### src/rtl/isdu_pkg.sv
// Shared state encoding, opcode values and datapath select encodings for the
// LC-3 subset instruction sequencing and decode unit.
package isdu_pkg;

  typedef enum logic [4:0] {
    HALTED, S_18, S_33, S_35, PAUSE_IR1, PAUSE_IR2, S_32,
    S_01, S_05, S_09, S_00, S_22, S_12, S_04, S_21,
    S_06, S_25, S_27, S_07, S_23, S_16, PAUSE_1, PAUSE_2
  } state_t;

  localparam logic [3:0] OP_BR    = 4'b0000;
  localparam logic [3:0] OP_ADD   = 4'b0001;
  localparam logic [3:0] OP_JSR   = 4'b0100;
  localparam logic [3:0] OP_AND   = 4'b0101;
  localparam logic [3:0] OP_LDR   = 4'b0110;
  localparam logic [3:0] OP_STR   = 4'b0111;
  localparam logic [3:0] OP_NOT   = 4'b1001;
  localparam logic [3:0] OP_JMP   = 4'b1100;
  localparam logic [3:0] OP_PAUSE = 4'b1101;

  localparam logic [1:0] PCMUX_INC   = 2'b00;
  localparam logic [1:0] PCMUX_BUS   = 2'b01;
  localparam logic [1:0] PCMUX_ADDER = 2'b10;

  localparam logic [1:0] ADDR2_ZERO  = 2'b00;
  localparam logic [1:0] ADDR2_OFF6  = 2'b01;
  localparam logic [1:0] ADDR2_OFF9  = 2'b10;
  localparam logic [1:0] ADDR2_OFF11 = 2'b11;

  localparam logic [1:0] ALUK_ADD  = 2'b00;
  localparam logic [1:0] ALUK_AND  = 2'b01;
  localparam logic [1:0] ALUK_NOT  = 2'b10;
  localparam logic [1:0] ALUK_PASS = 2'b11;

  function automatic logic is_mem_wait(input state_t s);
    return (s == S_33) || (s == S_25) || (s == S_16);
  endfunction

endpackage

### src/rtl/isdu_control_mem_wait_counter.sv
// Fixed-latency memory wait counter; done is high on the last cycle of a wait.
module mem_wait_counter #(
  parameter int MEM_WAIT = 3
) (
  input  logic clk,
  input  logic rst_n,
  input  logic clear,
  input  logic enable,
  output logic done
);

  localparam logic [2:0] LAST = 3'(MEM_WAIT - 1);

  logic [2:0] count_reg;

  assign done = enable && (count_reg == LAST);

  // Wrapping to zero on done keeps the counter ready for the next wait state.
  always_ff @(posedge clk or negedge rst_n) begin
    if (!rst_n) begin
      count_reg <= 3'd0;
    end else if (clear || done) begin
      count_reg <= 3'd0;
    end else if (enable) begin
      count_reg <= count_reg + 3'd1;
    end
  end

endmodule

### src/rtl/isdu_control.sv
// Moore control FSM sequencing fetch/decode/execute for the LC-3 subset and
// driving all datapath loads, gates, mux selects and active-low SRAM strobes.
module isdu_control
  import isdu_pkg::*;
#(
  parameter int MEM_WAIT = 3
) (
  input  logic       Clk,
  input  logic       Reset,
  input  logic       Run,
  input  logic       Continue,
  input  logic [3:0] Opcode,
  input  logic       IR_5,
  input  logic       IR_11,
  input  logic       BEN,
  output logic       LD_MAR, LD_MDR, LD_IR, LD_BEN, LD_CC, LD_REG, LD_PC, LD_LED,
  output logic       GatePC, GateMDR, GateALU, GateMARMUX,
  output logic [1:0] PCMUX,
  output logic       DRMUX,
  output logic       SR1MUX,
  output logic       SR2MUX,
  output logic       ADDR1MUX,
  output logic [1:0] ADDR2MUX,
  output logic [1:0] ALUK,
  output logic       MIO_EN,
  output logic       Mem_CE, Mem_UB, Mem_LB, Mem_OE, Mem_WE
);

  state_t state_reg, state_next;
  logic   wait_en, wait_done;

  assign wait_en = is_mem_wait(state_reg);

  mem_wait_counter #(.MEM_WAIT(MEM_WAIT)) u_wait (
    .clk    (Clk),
    .rst_n  (Reset),
    .clear  (~wait_en),
    .enable (wait_en),
    .done   (wait_done)
  );

  always_ff @(posedge Clk or negedge Reset) begin
    if (!Reset) state_reg <= HALTED;
    else        state_reg <= state_next;
  end

  always_comb begin
    state_next = state_reg;
    LD_MAR = 1'b0; LD_MDR = 1'b0; LD_IR = 1'b0; LD_BEN = 1'b0;
    LD_CC  = 1'b0; LD_REG = 1'b0; LD_PC = 1'b0; LD_LED = 1'b0;
    GatePC = 1'b0; GateMDR = 1'b0; GateALU = 1'b0; GateMARMUX = 1'b0;
    PCMUX = PCMUX_INC; DRMUX = 1'b0; SR1MUX = 1'b0; SR2MUX = 1'b0;
    ADDR1MUX = 1'b0; ADDR2MUX = ADDR2_ZERO; ALUK = ALUK_ADD; MIO_EN = 1'b0;
    // Chip and byte enables are held active whenever the machine is running.
    Mem_CE = (state_reg == HALTED);
    Mem_UB = (state_reg == HALTED);
    Mem_LB = (state_reg == HALTED);
    Mem_OE = 1'b1;
    Mem_WE = 1'b1;

    case (state_reg)
      HALTED: if (Run) state_next = S_18;
      S_18: begin
        GatePC = 1'b1; LD_MAR = 1'b1; LD_PC = 1'b1; PCMUX = PCMUX_INC;
        state_next = S_33;
      end
      S_33, S_25: begin
        Mem_OE = 1'b0; MIO_EN = 1'b1; LD_MDR = wait_done;
        if (wait_done) state_next = (state_reg == S_33) ? S_35 : S_27;
      end
      S_35: begin
        GateMDR = 1'b1; LD_IR = 1'b1;
        state_next = PAUSE_IR1;
      end
      PAUSE_IR1: begin
        LD_LED = 1'b1;
        if (Continue) state_next = PAUSE_IR2;
      end
      PAUSE_IR2: if (!Continue) state_next = S_32;
      S_32: begin
        LD_BEN = 1'b1;
        case (Opcode)
          OP_ADD:   state_next = S_01;
          OP_AND:   state_next = S_05;
          OP_NOT:   state_next = S_09;
          OP_BR:    state_next = S_00;
          OP_JMP:   state_next = S_12;
          OP_JSR:   state_next = S_04;
          OP_LDR:   state_next = S_06;
          OP_STR:   state_next = S_07;
          OP_PAUSE: state_next = PAUSE_1;
          default:  state_next = S_18;
        endcase
      end
      S_01, S_05: begin
        ALUK = (state_reg == S_01) ? ALUK_ADD : ALUK_AND;
        SR1MUX = 1'b1; SR2MUX = IR_5;
        GateALU = 1'b1; LD_REG = 1'b1; LD_CC = 1'b1;
        state_next = S_18;
      end
      S_09: begin
        ALUK = ALUK_NOT; SR1MUX = 1'b1;
        GateALU = 1'b1; LD_REG = 1'b1; LD_CC = 1'b1;
        state_next = S_18;
      end
      S_00: state_next = BEN ? S_22 : S_18;
      S_22: begin
        ADDR2MUX = ADDR2_OFF9; PCMUX = PCMUX_ADDER; LD_PC = 1'b1;
        state_next = S_18;
      end
      S_12: begin
        SR1MUX = 1'b1; ADDR1MUX = 1'b1; PCMUX = PCMUX_ADDER; LD_PC = 1'b1;
        state_next = S_18;
      end
      S_04: begin
        GatePC = 1'b1; DRMUX = 1'b1; LD_REG = 1'b1;
        state_next = S_21;
      end
      S_21: begin
        if (IR_11) begin
          ADDR2MUX = ADDR2_OFF11;
        end else begin
          ADDR1MUX = 1'b1; SR1MUX = 1'b1;
        end
        PCMUX = PCMUX_ADDER; LD_PC = 1'b1;
        state_next = S_18;
      end
      S_06, S_07: begin
        SR1MUX = 1'b1; ADDR1MUX = 1'b1; ADDR2MUX = ADDR2_OFF6;
        GateMARMUX = 1'b1; LD_MAR = 1'b1;
        state_next = (state_reg == S_06) ? S_25 : S_23;
      end
      S_27: begin
        GateMDR = 1'b1; LD_REG = 1'b1; LD_CC = 1'b1;
        state_next = S_18;
      end
      S_23: begin
        ALUK = ALUK_PASS; GateALU = 1'b1; LD_MDR = 1'b1;
        state_next = S_16;
      end
      S_16: begin
        Mem_WE = 1'b0;
        if (wait_done) state_next = S_18;
      end
      PAUSE_1: begin
        LD_LED = 1'b1;
        if (Continue) state_next = PAUSE_2;
      end
      PAUSE_2: if (!Continue) state_next = S_18;
      default: state_next = HALTED;
    endcase
  end

endmodule

### config.mk
export PLATFORM = sky130hd
export DESIGN_NAME = isdu_control
export DESIGN_NICKNAME = d
export VERILOG_FILES = /design/src/rtl/isdu_pkg.sv /design/src/rtl/isdu_control_mem_wait_counter.sv /design/src/rtl/isdu_control.sv
export SDC_FILE = /design/constraint.sdc
export NUM_CORES = 1
export LEC_CHECK = 0
export CORE_ASPECT_RATIO = 0.75
export CORE_UTILIZATION = 40
export DETAILED_ROUTE_END_ITERATION = 7
export DONT_BUFFER_PORTS = 1
export SLEW_MARGIN = 20
export SYNTH_ARGS = -nofsm -noshare
export SYNTH_HDL_FRONTEND = slang
export SYNTH_HIERARCHICAL = 1
export SYNTH_SLANG_ARGS = --single-unit
### constraint.sdc
create_clock -name Clk -period 2.9 [get_ports Clk]
set_input_delay 0.58 -clock Clk [delete_from_list [all_inputs] [get_ports Clk]]
set_output_delay 0.58 -clock Clk [all_outputs]
set_load 0.05 [all_outputs]
# Word level (Yosys, flattened, before mapping)

Memory sizes are Yosys's and may differ from the RTL's.
Index checks and enable logic that the tools add are counted.

Bits in read-only memories: 80
Output and inout port bits: 28
Memories: 1
Word-level logic and storage cells: 95
Register bits: 8

Muxes and demuxes: 38
Bitwise logic cells: 1
Eq/ne operators: 30
$add $sub $neg: 1
Reductions and logical operators: 22

Memories:

| name            | depth | bits a word | read ports | clocked after memory_dff | wr ports | RTL line           | RTL |
|---|---|---|---|---|---|---|---|
| (no name shown) | 16    | 5           | 1          | 0                        | 0        | isdu_control.sv:82 | `case (Opcode)` |

Operator list:

| kind                                                                   | number |
|---|---|
| 5-bit one-hot mux with 15 select lines                                 | 1 |
| 5-bit by 4-bit equality test with 1-bit output (second input constant) | 8 |
| 5-bit 2-to-1 mux                                                       | 8 |
| 5-bit equality test (second input constant)                            | 7 |
| 5-bit by 3-bit equality test with 1-bit output (second input constant) | 4 |
| 1-bit 2-to-1 mux                                                       | 18 |
| 2-bit one-hot mux with 3 select lines                                  | 2 |
| 2-bit OR reduction                                                     | 6 |
| 4-bit OR reduction                                                     | 3 |
| 5-bit by 2-bit equality test with 1-bit output (second input constant) | 2 |
| 2-bit != test (second input constant)                                  | 5 |
| 3-bit OR reduction                                                     | 3 |
| 7-bit AND reduction                                                    | 1 |
| 7-bit OR reduction                                                     | 1 |
| 2-bit 2-to-1 mux                                                       | 3 |
| 3-bit 2-to-1 mux                                                       | 2 |
| 1-bit one-hot mux with 2 select lines                                  | 3 |
| 6-bit OR reduction                                                     | 1 |
| 5-bit by 1-bit equality test with 1-bit output (second input constant) | 1 |
| 5-bit zero test                                                        | 1 |
| 5-bit OR reduction                                                     | 1 |
| 4-bit 2-to-1 mux                                                       | 1 |
| 2-bit by 1-bit != test with 1-bit output (second input constant)       | 2 |
| 3-bit by 1-bit adder with 3-bit output (second input constant)         | 1 |
| 5 further kinds                                                        | 7 |

# Logic depth before layout (Yosys ltp)

Gate-level depths: netlist (run 1).

Word-level depth: 6
Gate-level depth with buffers: 10
Mapped depth without buffers: 9

# By module

Netlist (run 1), hierarchy kept.

Modules (own cells, without submodules):

| module           | cells each | instances | area each (um2) | sequential area each (um2) |
|---|---|---|---|---|
| isdu_control     | 153        | 1         | 1,062.3         | 125.1 |
| mem_wait_counter | 19         | 1         | 171.4           | 75.1 |

# Least setup slack after synthesis (run 1)

Ideal clock, no wire load.

Path kind: register to output
Start: register state_reg[0]
End: output port Mem_LB
Required time: 2.320 ns
Buffers on the path: 3
Data arrival time: 2.891 ns
Cell stages (with the launch flop): 5
Path slack: -0.571 ns
Cell sequence: dfrtp_1 > buf_2 > buf_1 > nor4_1 > buf_4

Longest elaborated chain between the ends: 1

Ends and longest elaborated chain:

| element                | RTL line           | RTL |
|---|---|---|
| start, declared        | isdu_control.sv:29 | `state_t state_reg, state_next;` |
| start signal, assigned | isdu_control.sv:44 | `else state_reg <= state_next;` |
| 5-bit zero test        | n/a                |  |
| end, declared          | isdu_control.sv:26 | `output logic Mem_CE, Mem_UB, Mem_LB, Mem_OE, Mem_WE` |

Every way passes these cells.

# Worst setup path in the final report (run 1)

Start: register state_reg[2]
End: output port LD_MDR

Longest elaborated chain between the ends: 5

Ends and longest elaborated chain:

| element                                                                               | RTL line                            | RTL |
|---|---|---|
| 5-bit by 2-bit equality test with 1-bit output or 5-bit equality test (tied branches) | isdu_pkg.sv:36                      | `return (s == S_33) \|\| (s == S_25) \|\| (s == S_16);` |
| 1-bit logical OR                                                                      | isdu_pkg.sv:36                      |  |
| 1-bit logical OR (*)                                                                  | isdu_pkg.sv:36                      |  |
| net wait_en                                                                           | isdu_control.sv:30                  | `logic wait_en, wait_done;` |
| 1-bit logical AND (*)                                                                 | isdu_control_mem_wait_counter.sv:16 | `assign done = enable && (count_reg == LAST);` |
| net wait_done                                                                         | isdu_control.sv:30                  |  |
| 1-bit one-hot mux with 2 select lines (*)                                             | isdu_control.sv:61                  | `case (state_reg)` |
| end, declared                                                                         | isdu_control.sv:16                  | `output logic LD_MAR, LD_MDR, LD_IR, LD_BEN, LD_CC, LD_REG, LD_PC, LD_LED,` |

The timed path passes the listed nets; every way through them passes the cells marked *.

==> metrics.txt, run 1 <==
worst clock skew=between 0.005 and 0.006 ns; largest family of logic cells by synthesized area=simple AND/OR/NAND/NOR gates; drt total wl=between 3000 and 4000 um; number of global-route vias before repair=about 1200; EDFF count, synth=0; max_cap viols=0; library cells used by synthesis=58; core area=roughly 2900 um2; synth top area cells=dfrtp_1, nor2_1, nand2_1; worst path required time=2.32 ns; # H-tree levels=1; DR DRC count=0; die area=between 3000 and 4000 um2; status=complete, no violations; top cell type's share of synthesized area=0.162; register bit count reported by yosys=8; LEAKAGE=between 0.6 and 0.7 nW; Post-CTS Resized=0; RSZ-0062 raised after global routing=no; Max Slew Vio Count=0; peak fanout along the critical path=16; grt ovf=0; Setup Fix Bufs, Post-CTS=0; setup TNS=0 ns; Slew HR=0.600; kind of end point of the critical path=output port; root buf cell=clkbuf_8; initial antenna violation count=0; multiplexer share of the synthesized area=0.0243; sequential cell area=approximately 200 um2; Largest register FFs=5; largest net degree at the start of global routing=22; Slew @ Worst Pin=0.600 ns; CTS tree=done; # IOs=39; IO Port Bufs=0; crit path buf inv count=2; initial core utilization=0.420; simple-gate portion of the synthesized area=0.344; CTS Buf Count=3; DRT iter0 DRCs=just over 60; GP Congestion=around 0.87; CP cell instances=nor3b_1 -> a21oi_1 -> nor3_2 -> inv_1 -> nor2_1 -> nor3b_1 -> a31oi_1 -> nor2_1 -> buf_4; post-synthesis cell count=about 170; ys async rst share=1.00; XOR/XNOR Fraction of Synth Area=0.0426; global-route wire length before repair=between 5000 and 6000 um; Die X=around 66 um; Post-Place Cells=approximately 220; drt first pass iters=4; top-count cell post-synth=nor2_1; multi-input combinational cell area=between 900 and 1000 um2; Detailed Place HPWL=between 2000 and 3000 um; Final setup viols=0; critical path's largest stage delay=roughly 0.5 ns; critical path depth in cells=9; top post-synthesis cells by count=nor2_1, nand2_1, a21oi_1; Antenna Cells=0; Final Hold Viols=0; hold buffers post-CTS=0; antenna-violating nets left=0; Nets=204; Sink Count=8; area delta synth->final=22.9%; die height=around 50 um; synthesized-area fraction occupied by adder cells=0.0304; ys flop type=dfrtp_1; fraction of layout cells with a size suffix above 1=0.282; reg2reg path depth=6; DR vias/cell=roughly 5.9; DR vias=between 1000 and 1500; Synth Area in Compound Gates=0.281; flop2flop setup slack=between 0.7 and 0.8 ns; Final Power=between 1.5 and 2 mW; row count=17; Layout Utilization=0.517; r2r startpoint=state_reg[0]$_DFFE_PN0P_; Total GRT Usage=0.216; Clock Path Buffers=2; mapped cell area=1230 um2; non-filler cells, final=~230; Critical Path Source=state_reg[2]$_DFFE_PN0P_; worst min path class=primary input to async pin; worst-skew pair later-pin latency=around 0.23 ns; layout filler cell count=about 290; pwr dens=between 1000 and 1500 nW/um2; worst setup path class=flop to output port; Mean Syn Cell Area=between 7 and 8 um2; Critical Path Slowest Stage Cell=dfrtp_2; fin crit share=0.914; Synth Net Count=approximately 190; Top Family by Delay on Critical Path=simple AND/OR/NAND/NOR gates; Peak supply drop=0.372 mV; crit path DAT=around 2.1 ns; Startpoint Class=flop; DR WL/cell=14.7 um; synth warn=6; Max Clock Freq=around 0.38 GHz; Synth area leader=dfrtp_1; min cycle time layout=between 2 and 3 ns; clock slew at reported path FFs=0.04 ns; post-synthesis sequential area ratio=0.162
-- cells by family after synthesis --
family                   Yosys count
AO/OA/AOI/OAI                     44
XOR/XNOR                           6
adder cells (fa/ha/maj)            3
buffers and inverters             27
flip-flops                         8
multiplexers                       3
other                              1
AND/OR/NAND/NOR                   80
-- where the power goes --
group	leakage, nW	switching, mW	internal (mW)
clock	0.0216	0.0418	0.0897
combinational	0.540	0.795	0.411
sequential	0.104	0.0744	0.137
total	0.666	0.912	0.638
-- worst paths after layout --
check / to
min: state_reg[4]$_DFFE_PN0P_
min in group Clk: u_wait/count_reg[2]$_DFFE_PN0P_
max in group asynchronous: state_reg[2]$_DFFE_PN0P_
min reg2reg: u_wait/count_reg[2]$_DFFE_PN0P_
max reg2reg: state_reg[2]$_DFFE_PN0P_
max: LD_MDR
-- per-stage QoR --
step	setup slack (ns)	cell area (um2)	hold WS (ns)
after floorplan	0.0453	1240	0.284
after global placement	0.465	1470	0.285
after detailed placement	0.355	1470	0.285
after CTS	0.0880	1510	0.0379
after global routing	0.0973	1520	0.0280
final	0.249	1520	0.0429
-- cell type report --
type | instances | share of cell area
inverter | 10 | 0.0248
clock buffer | 3 | 0.0272
tap | 38 | 0.0314
sequential | 8 | 0.134
timing repair buffer | 30 | 0.170
multi-input combinational | 137 | 0.613
-- layout by cell type, fill, tap and decap left out, types with 2 or more instances in the layout --
cell	instances
xor2_1	3
nor3b_1	2
a21oi_1	10
buf_4	28
clkbuf_8	3
nor2b_1	6
nand2_1	16
nand3_1	5
inv_1	6
o22ai_1	2
xnor2_1	3
a22o_1	4
o21ai_0	2
mux2i_1	3
dfrtp_2	2
ha_1	3
a31oi_1	4
nand3b_1	3
nor3_1	5
o21ai_1	3
dfrtp_1	6
o211ai_1	2
or3_1	2
inv_2	4
nor3_2	3
nand2b_1	4
nor2_1	21
-- metal layers --
layer | track usage | wire [um]
met1 | 0.286 | 1490
met3 | 0.0579 | 284
met4 | 0.0461 | 19
met5 | 0 | 0
met2 | 0.347 | 1530
Power figures use the tool's default switching activity.
==> run 2: changes to the inputs <==
--- a/config.mk
+++ b/config.mk
@@ -6,6 +6,7 @@
 export NUM_CORES = 1
 export LEC_CHECK = 0
 export CORE_ASPECT_RATIO = 0.75
+export CORE_MARGIN = 1.5
 export CORE_UTILIZATION = 40
 export DETAILED_ROUTE_END_ITERATION = 7
 export DONT_BUFFER_PORTS = 1
==> run 2 against run 1 <==
Sequential cell count did not move; total power barely moved; combinational power barely moved; final area rose by 0.17%; sequential share of layout area barely moved; critical endpoint unchanged.
==> metrics.txt, run 2 (same netlist as run 1, synthesis figures left out) <==
largest net degree at the start of global routing=17 (-23%); drt total wl=3330 um (+0.30%); peak fanout along the critical path=14 (-2); die area=3430 um2 (+3.5%); Largest register FFs=5 (unchanged); fraction of layout cells with a size suffix above 1=0.280 (-0.00149); layout filler cell count=288 (-1.0%); DR vias/cell=5.85 (-1.4%); antenna-violating nets left=0 (unchanged); Peak supply drop=0.385 mV (+3.6%); status=complete, no violations; Slew HR=0.606 (+0.00528); max_cap viols=0 (unchanged); most frequent cells in the layout=buf_4, nor2_1, nand2_1; Final Power=1.55 mW (about the same); CTS Buf Count=3 (unchanged); core area=2940 um2 (unchanged); Sink Count=8 (unchanged); fin crit share=0.923 (+0.00899); area delta synth->final=23.1%; Nets=205 (+0.49%); Slew @ Worst Pin=0.592 ns (-0.00792 ns); IO Port Bufs=0 (unchanged); # IOs=39 (unchanged); # H-tree levels=1 (unchanged); initial antenna violation count=0 (unchanged); drt first pass iters=4 (unchanged); pwr dens=1020 nW/um2 (-0.16%); RSZ-0062 raised after global routing=no; r2r startpoint=state_reg[0]$_DFFE_PN0P_; Final Hold Viols=0 (unchanged); global-route wire length before repair=5480 um (+0.13%); grt ovf=0 (unchanged); DRT iter0 DRCs=89 (+44%); worst setup path class=flop to output port; sequential cell area=203 um2 (unchanged); Setup Fix Bufs, Post-CTS=0 (unchanged); CTS tree=done; DR vias=1329 (-0.97%); worst-skew pair later-pin latency=0.22 ns (about the same); initial core utilization=0.420 (unchanged); DR DRC count=0 (unchanged); Total GRT Usage=0.202 (-0.0140); clock slew at reported path FFs=0.04 ns (about the same); crit path DAT=2.10 ns (+0.03 ns); reg2reg path depth=6 (unchanged); Max Slew Vio Count=0 (unchanged); DR WL/cell=14.7 um (-0.14%); min cycle time layout=2.68 ns (+0.0261 ns); Die X=67.1 um (+1.5%); worst path required time=2.32 ns (about the same); most common cell after layout, fill and taps aside=buf_4; kind of end point of the critical path=output port; die height=51.1 um (+2.0%); Detailed Place HPWL=2600 um (+2.2%); worst min path class=primary input to async pin; flop2flop setup slack=0.70 ns (-0.09 ns); Final setup viols=0 (unchanged); reg2reg end=state_reg[0]$_DFFE_PN0P_; Antenna Cells=0 (unchanged); root buf cell=clkbuf_8; worst clock skew=0.00402 ns (-0.00150 ns); multi-input combinational cell area=925 um2 (-0.54%); number of global-route vias before repair=1251 (+0.24%); Clock Path Buffers=2 (unchanged); GP Congestion=1.04 (+19%); Max Clock Freq=0.373 GHz (-0.97%); LEAKAGE=0.669 nW (+0.41%); Startpoint Class=flop; setup TNS=0 ns (unchanged); row count=17 (unchanged)
run 2: cell count changes in the layout (fill, tap and decap cells not counted), sizes merged:
cell / delta
buf: +1
run 2: critical path, stage by stage, from the launching register on:
cell     delay [ns]
dfrtp_2        0.49
nor3b_1        0.23
a21oi_1        0.09
nor3_1         0.21
inv_1          0.11
nor2_1         0.15
nor3b_1        0.21
a31oi_1        0.06
nor2_1         0.11
buf_4          0.21
run 2: worst max path at each step:
stage                              from      to
2_1_floorplan  state_reg[0]$_DFFE_PN0P_  LD_MDR
3_3_place_gp   state_reg[2]$_DFFE_PN0P_  LD_MDR
3_5_place_dp   state_reg[2]$_DFFE_PN0P_  LD_MDR
4_1_cts        state_reg[2]$_DFFE_PN0P_  LD_MDR
5_1_grt        state_reg[2]$_DFFE_PN0P_  LD_MDR
6_report       state_reg[2]$_DFFE_PN0P_  LD_MDR
run 2: area by class of cell:
type	instances	share of cell area
Multi-Input combinational cell	137	0.609
Timing Repair Buffer	31	0.175
Sequential cell	8	0.133
Tap cell	38	0.0313
Clock buffer	3	0.0272
Inverter	10	0.0247
run 2: routing by layer:
metal	vias up	routed length (um)	track usage	part of all wire
met2	54	1540	0.325	0.46
met4	0	0	0.0510	0
met1	627	1530	0.283	0.46
li1	648	-	-	-
met5	-	0	0	0
met3	0	254	0.0264	0.076
run 2: stage by stage:
step	cells	area [um2]	setup slack [ns]	hold WS [ns]	utilization
after global placement	224	1480	0.471	0.285	0.503
after global routing	227	1520	0.00798	0.0430	0.517
after floorplan	172	1240	0.0453	0.284	-
final	227	1520	0.223	0.0489	0.517
after CTS	227	1520	0.151	0.0465	0.517
after detailed placement	224	1480	0.410	0.285	0.503
run 2: timing repair:
action,CTS,global route
hold buffers,0,0
gates resized for setup,0,2
endpoints found under the setup margin,0,1
run 2: report_power, final:
group          leakage [nW]  switching, mW  internal [mW]  total, mW
clock                0.0216         0.0404         0.0896      0.130
sequential            0.104         0.0610          0.138      0.199
combinational         0.543          0.804          0.417       1.22
total                 0.669          0.905          0.644       1.55
==> run 3: changes to the inputs <==
--- a/config.mk
+++ b/config.mk
@@ -10,6 +10,8 @@
 export CORE_UTILIZATION = 40
 export DETAILED_ROUTE_END_ITERATION = 7
 export DONT_BUFFER_PORTS = 1
+export HOLD_SLACK_MARGIN = 0.08
+export SKIP_CTS_REPAIR_TIMING = 1
 export SLEW_MARGIN = 20
 export SYNTH_ARGS = -nofsm -noshare
 export SYNTH_HDL_FRONTEND = slang
==> run 3 against run 2 <==
Core utilization is 0.34 points higher; via count is 0.75% higher; critical path depth stayed put; global-route usage stayed put; sequential power hardly changed; clock power hardly changed; sequential cell count stayed put; final area is 0.66% higher; clock-buffer cell count stayed put; combinational power hardly changed; critical path type unchanged; clock skew hardly changed.
==> metrics.txt, run 3 (same netlist as run 1, synthesis figures left out) <==
worst setup slack after layout=0.211 ns (-0.0116 ns); Final Hold Viols=0 (unchanged); fin crit share=0.927 (+0.00401); area delta synth->final=23.9%; Total GRT Usage=0.202 (unchanged); flop2flop setup slack=0.70 ns (about the same); Nets=206 (+0.49%); fraction of layout cells with a size suffix above 1=0.279 (-0.00148); largest net degree at the start of global routing=17 (unchanged); die height=51.1 um (unchanged); Hold Path Depth=2; Antenna Cells=0 (unchanged); reg2reg end=state_reg[0]$_DFFE_PN0P_; Detailed Place HPWL=2600 um (unchanged); kind of end point of the critical path=output port; drt first pass iters=4 (unchanged); die area=3430 um2 (unchanged); Die X=67.1 um (unchanged); reg2reg path depth=6 (unchanged); Clock Path Buffers=2 (unchanged); pwr dens=1020 nW/um2 (-0.32%); clock slew at reported path FFs=0.04 ns (about the same); number of global-route vias before repair=1251 (unchanged); Sink Count=8 (unchanged); root buf cell=clkbuf_8; CP cell instances=nor3b_1 -> a21oi_1 -> nor3_1 -> inv_1 -> nor2_1 -> nor3b_1 -> a31oi_1 -> nor2_1 -> buf_4; DR vias=1339 (+0.75%); RSZ-0062 raised after global routing=no; Critical Path Slowest Stage Cell=dfrtp_2; worst clock skew=0.00384 ns (-0.000177 ns); Max Clock Freq=0.372 GHz (-0.43%); status=complete, no violations; worst min path class=flop to flop; grt ovf=0 (unchanged); Layout Utilization=0.521 (+0.00341); antenna-violating nets left=0 (unchanged); Final setup viols=0 (unchanged); non-filler cells, final=228 (+0.44%); core area=2940 um2 (unchanged); worst-skew pair later-pin latency=0.22 ns (about the same); HP Start=u_wait/count_reg[0]$_DFFE_PN0P_; GP Congestion=1.04 (unchanged); Post-Place Cells=224 (unchanged); # IOs=39 (unchanged); critical path's largest stage delay=0.49 ns (about the same); peak fanout along the critical path=14 (unchanged); CTS tree=done; Slew HR=0.617 (+0.0111); LEAKAGE=0.673 nW (+0.62%); hold path endpoint=u_wait/count_reg[0]$_DFFE_PN0P_; global-route wire length before repair=5480 um (unchanged); CTS Buf Count=3 (unchanged); Largest register FFs=5 (unchanged); max_cap viols=0 (unchanged); most frequent cells in the layout=buf_4, nor2_1, nand2_1; initial core utilization=0.420 (unchanged); drt total wl=3350 um (+0.48%); row count=17 (unchanged); DR DRC count=0 (unchanged); most common cell after layout, fill and taps aside=buf_4; min cycle time layout=2.69 ns (+0.0116 ns); DR WL/cell=14.7 um (about the same); Startpoint Class=flop; Max Slew Vio Count=0 (unchanged); Peak supply drop=0.385 mV (about the same); setup TNS=0 ns (unchanged); r2r startpoint=state_reg[0]$_DFFE_PN0P_; initial antenna violation count=0 (unchanged); DRT iter0 DRCs=85 (-4.5%); crit path DAT=2.11 ns (about the same); # H-tree levels=1 (unchanged); worst setup path class=flop to output port; worst path required time=2.32 ns (about the same); IO Port Bufs=0 (unchanged); Slew @ Worst Pin=0.575 ns (-0.0167 ns); Final Power=1.55 mW (+0.34%); DR vias/cell=5.87 (+0.31%); pre-CTS setup slack=0.410 ns (unchanged)
[run 3: worst max path at each step]
stage | from | to | slack [ns] | cells after the start
final | state_reg[2]$_DFFE_PN0P_ | LD_MDR | 0.21 | 9
after global routing | state_reg[2]$_DFFE_PN0P_ | LD_MDR | 0.008 | 9
after CTS | state_reg[2]$_DFFE_PN0P_ | LD_MDR | 0.15 | 9
after detailed placement | state_reg[2]$_DFFE_PN0P_ | LD_MDR | 0.41 | 9
after global placement | state_reg[2]$_DFFE_PN0P_ | LD_MDR | 0.47 | 9
after floorplan | state_reg[0]$_DFFE_PN0P_ | LD_MDR | 0.05 | 8
[run 3: critical path, delay by kind of cell, from the launching register on]
| family | cells | cell delay [ns] |
|---|---|---|
| buffers and inverters | 2 | 0.32 |
| and+or+nand+nor | 5 | 0.93 |
| DFF | 1 | 0.49 |
| AOI/OAI and AO/OA | 2 | 0.15 |
[run 3: power by group]
group	internal [mW]	switching (mW)	leakage (nW)
Clock	0.0896	0.0403	0.0216
Combinational	0.418	0.808	0.547
Sequential	0.138	0.0613	0.104
Total	0.645	0.910	0.673
[run 3: final cells by class]
| class | count | area (um2) |
|---|---|---|
| repair buffers | 32 | 275 |
| flip-flops and latches | 8 | 203 |
| inverters | 10 | 37.5 |
| multi-input cells | 137 | 925 |
| fillers | 287 | 1410 |
| clock buffers | 3 | 41.3 |
| well taps | 38 | 47.5 |
[run 3: per-layer routing]
layer,GRT usage,part of all wire,up-vias
met5,0,0,-
met4,0.0510,0,0
met3,0.0264,0.085,0
met2,0.325,0.46,63
met1,0.283,0.46,625
li1,-,-,651
[run 3: stage by stage]
step | hold slack (ns) | cell area (um2)
2_1_floorplan | 0.284 | 1240
3_3_place_gp | 0.285 | 1480
3_5_place_dp | 0.285 | 1480
4_1_cts | 0.0465 | 1520
5_1_grt | 0.606 | 1530
6_report | 0.565 | 1530
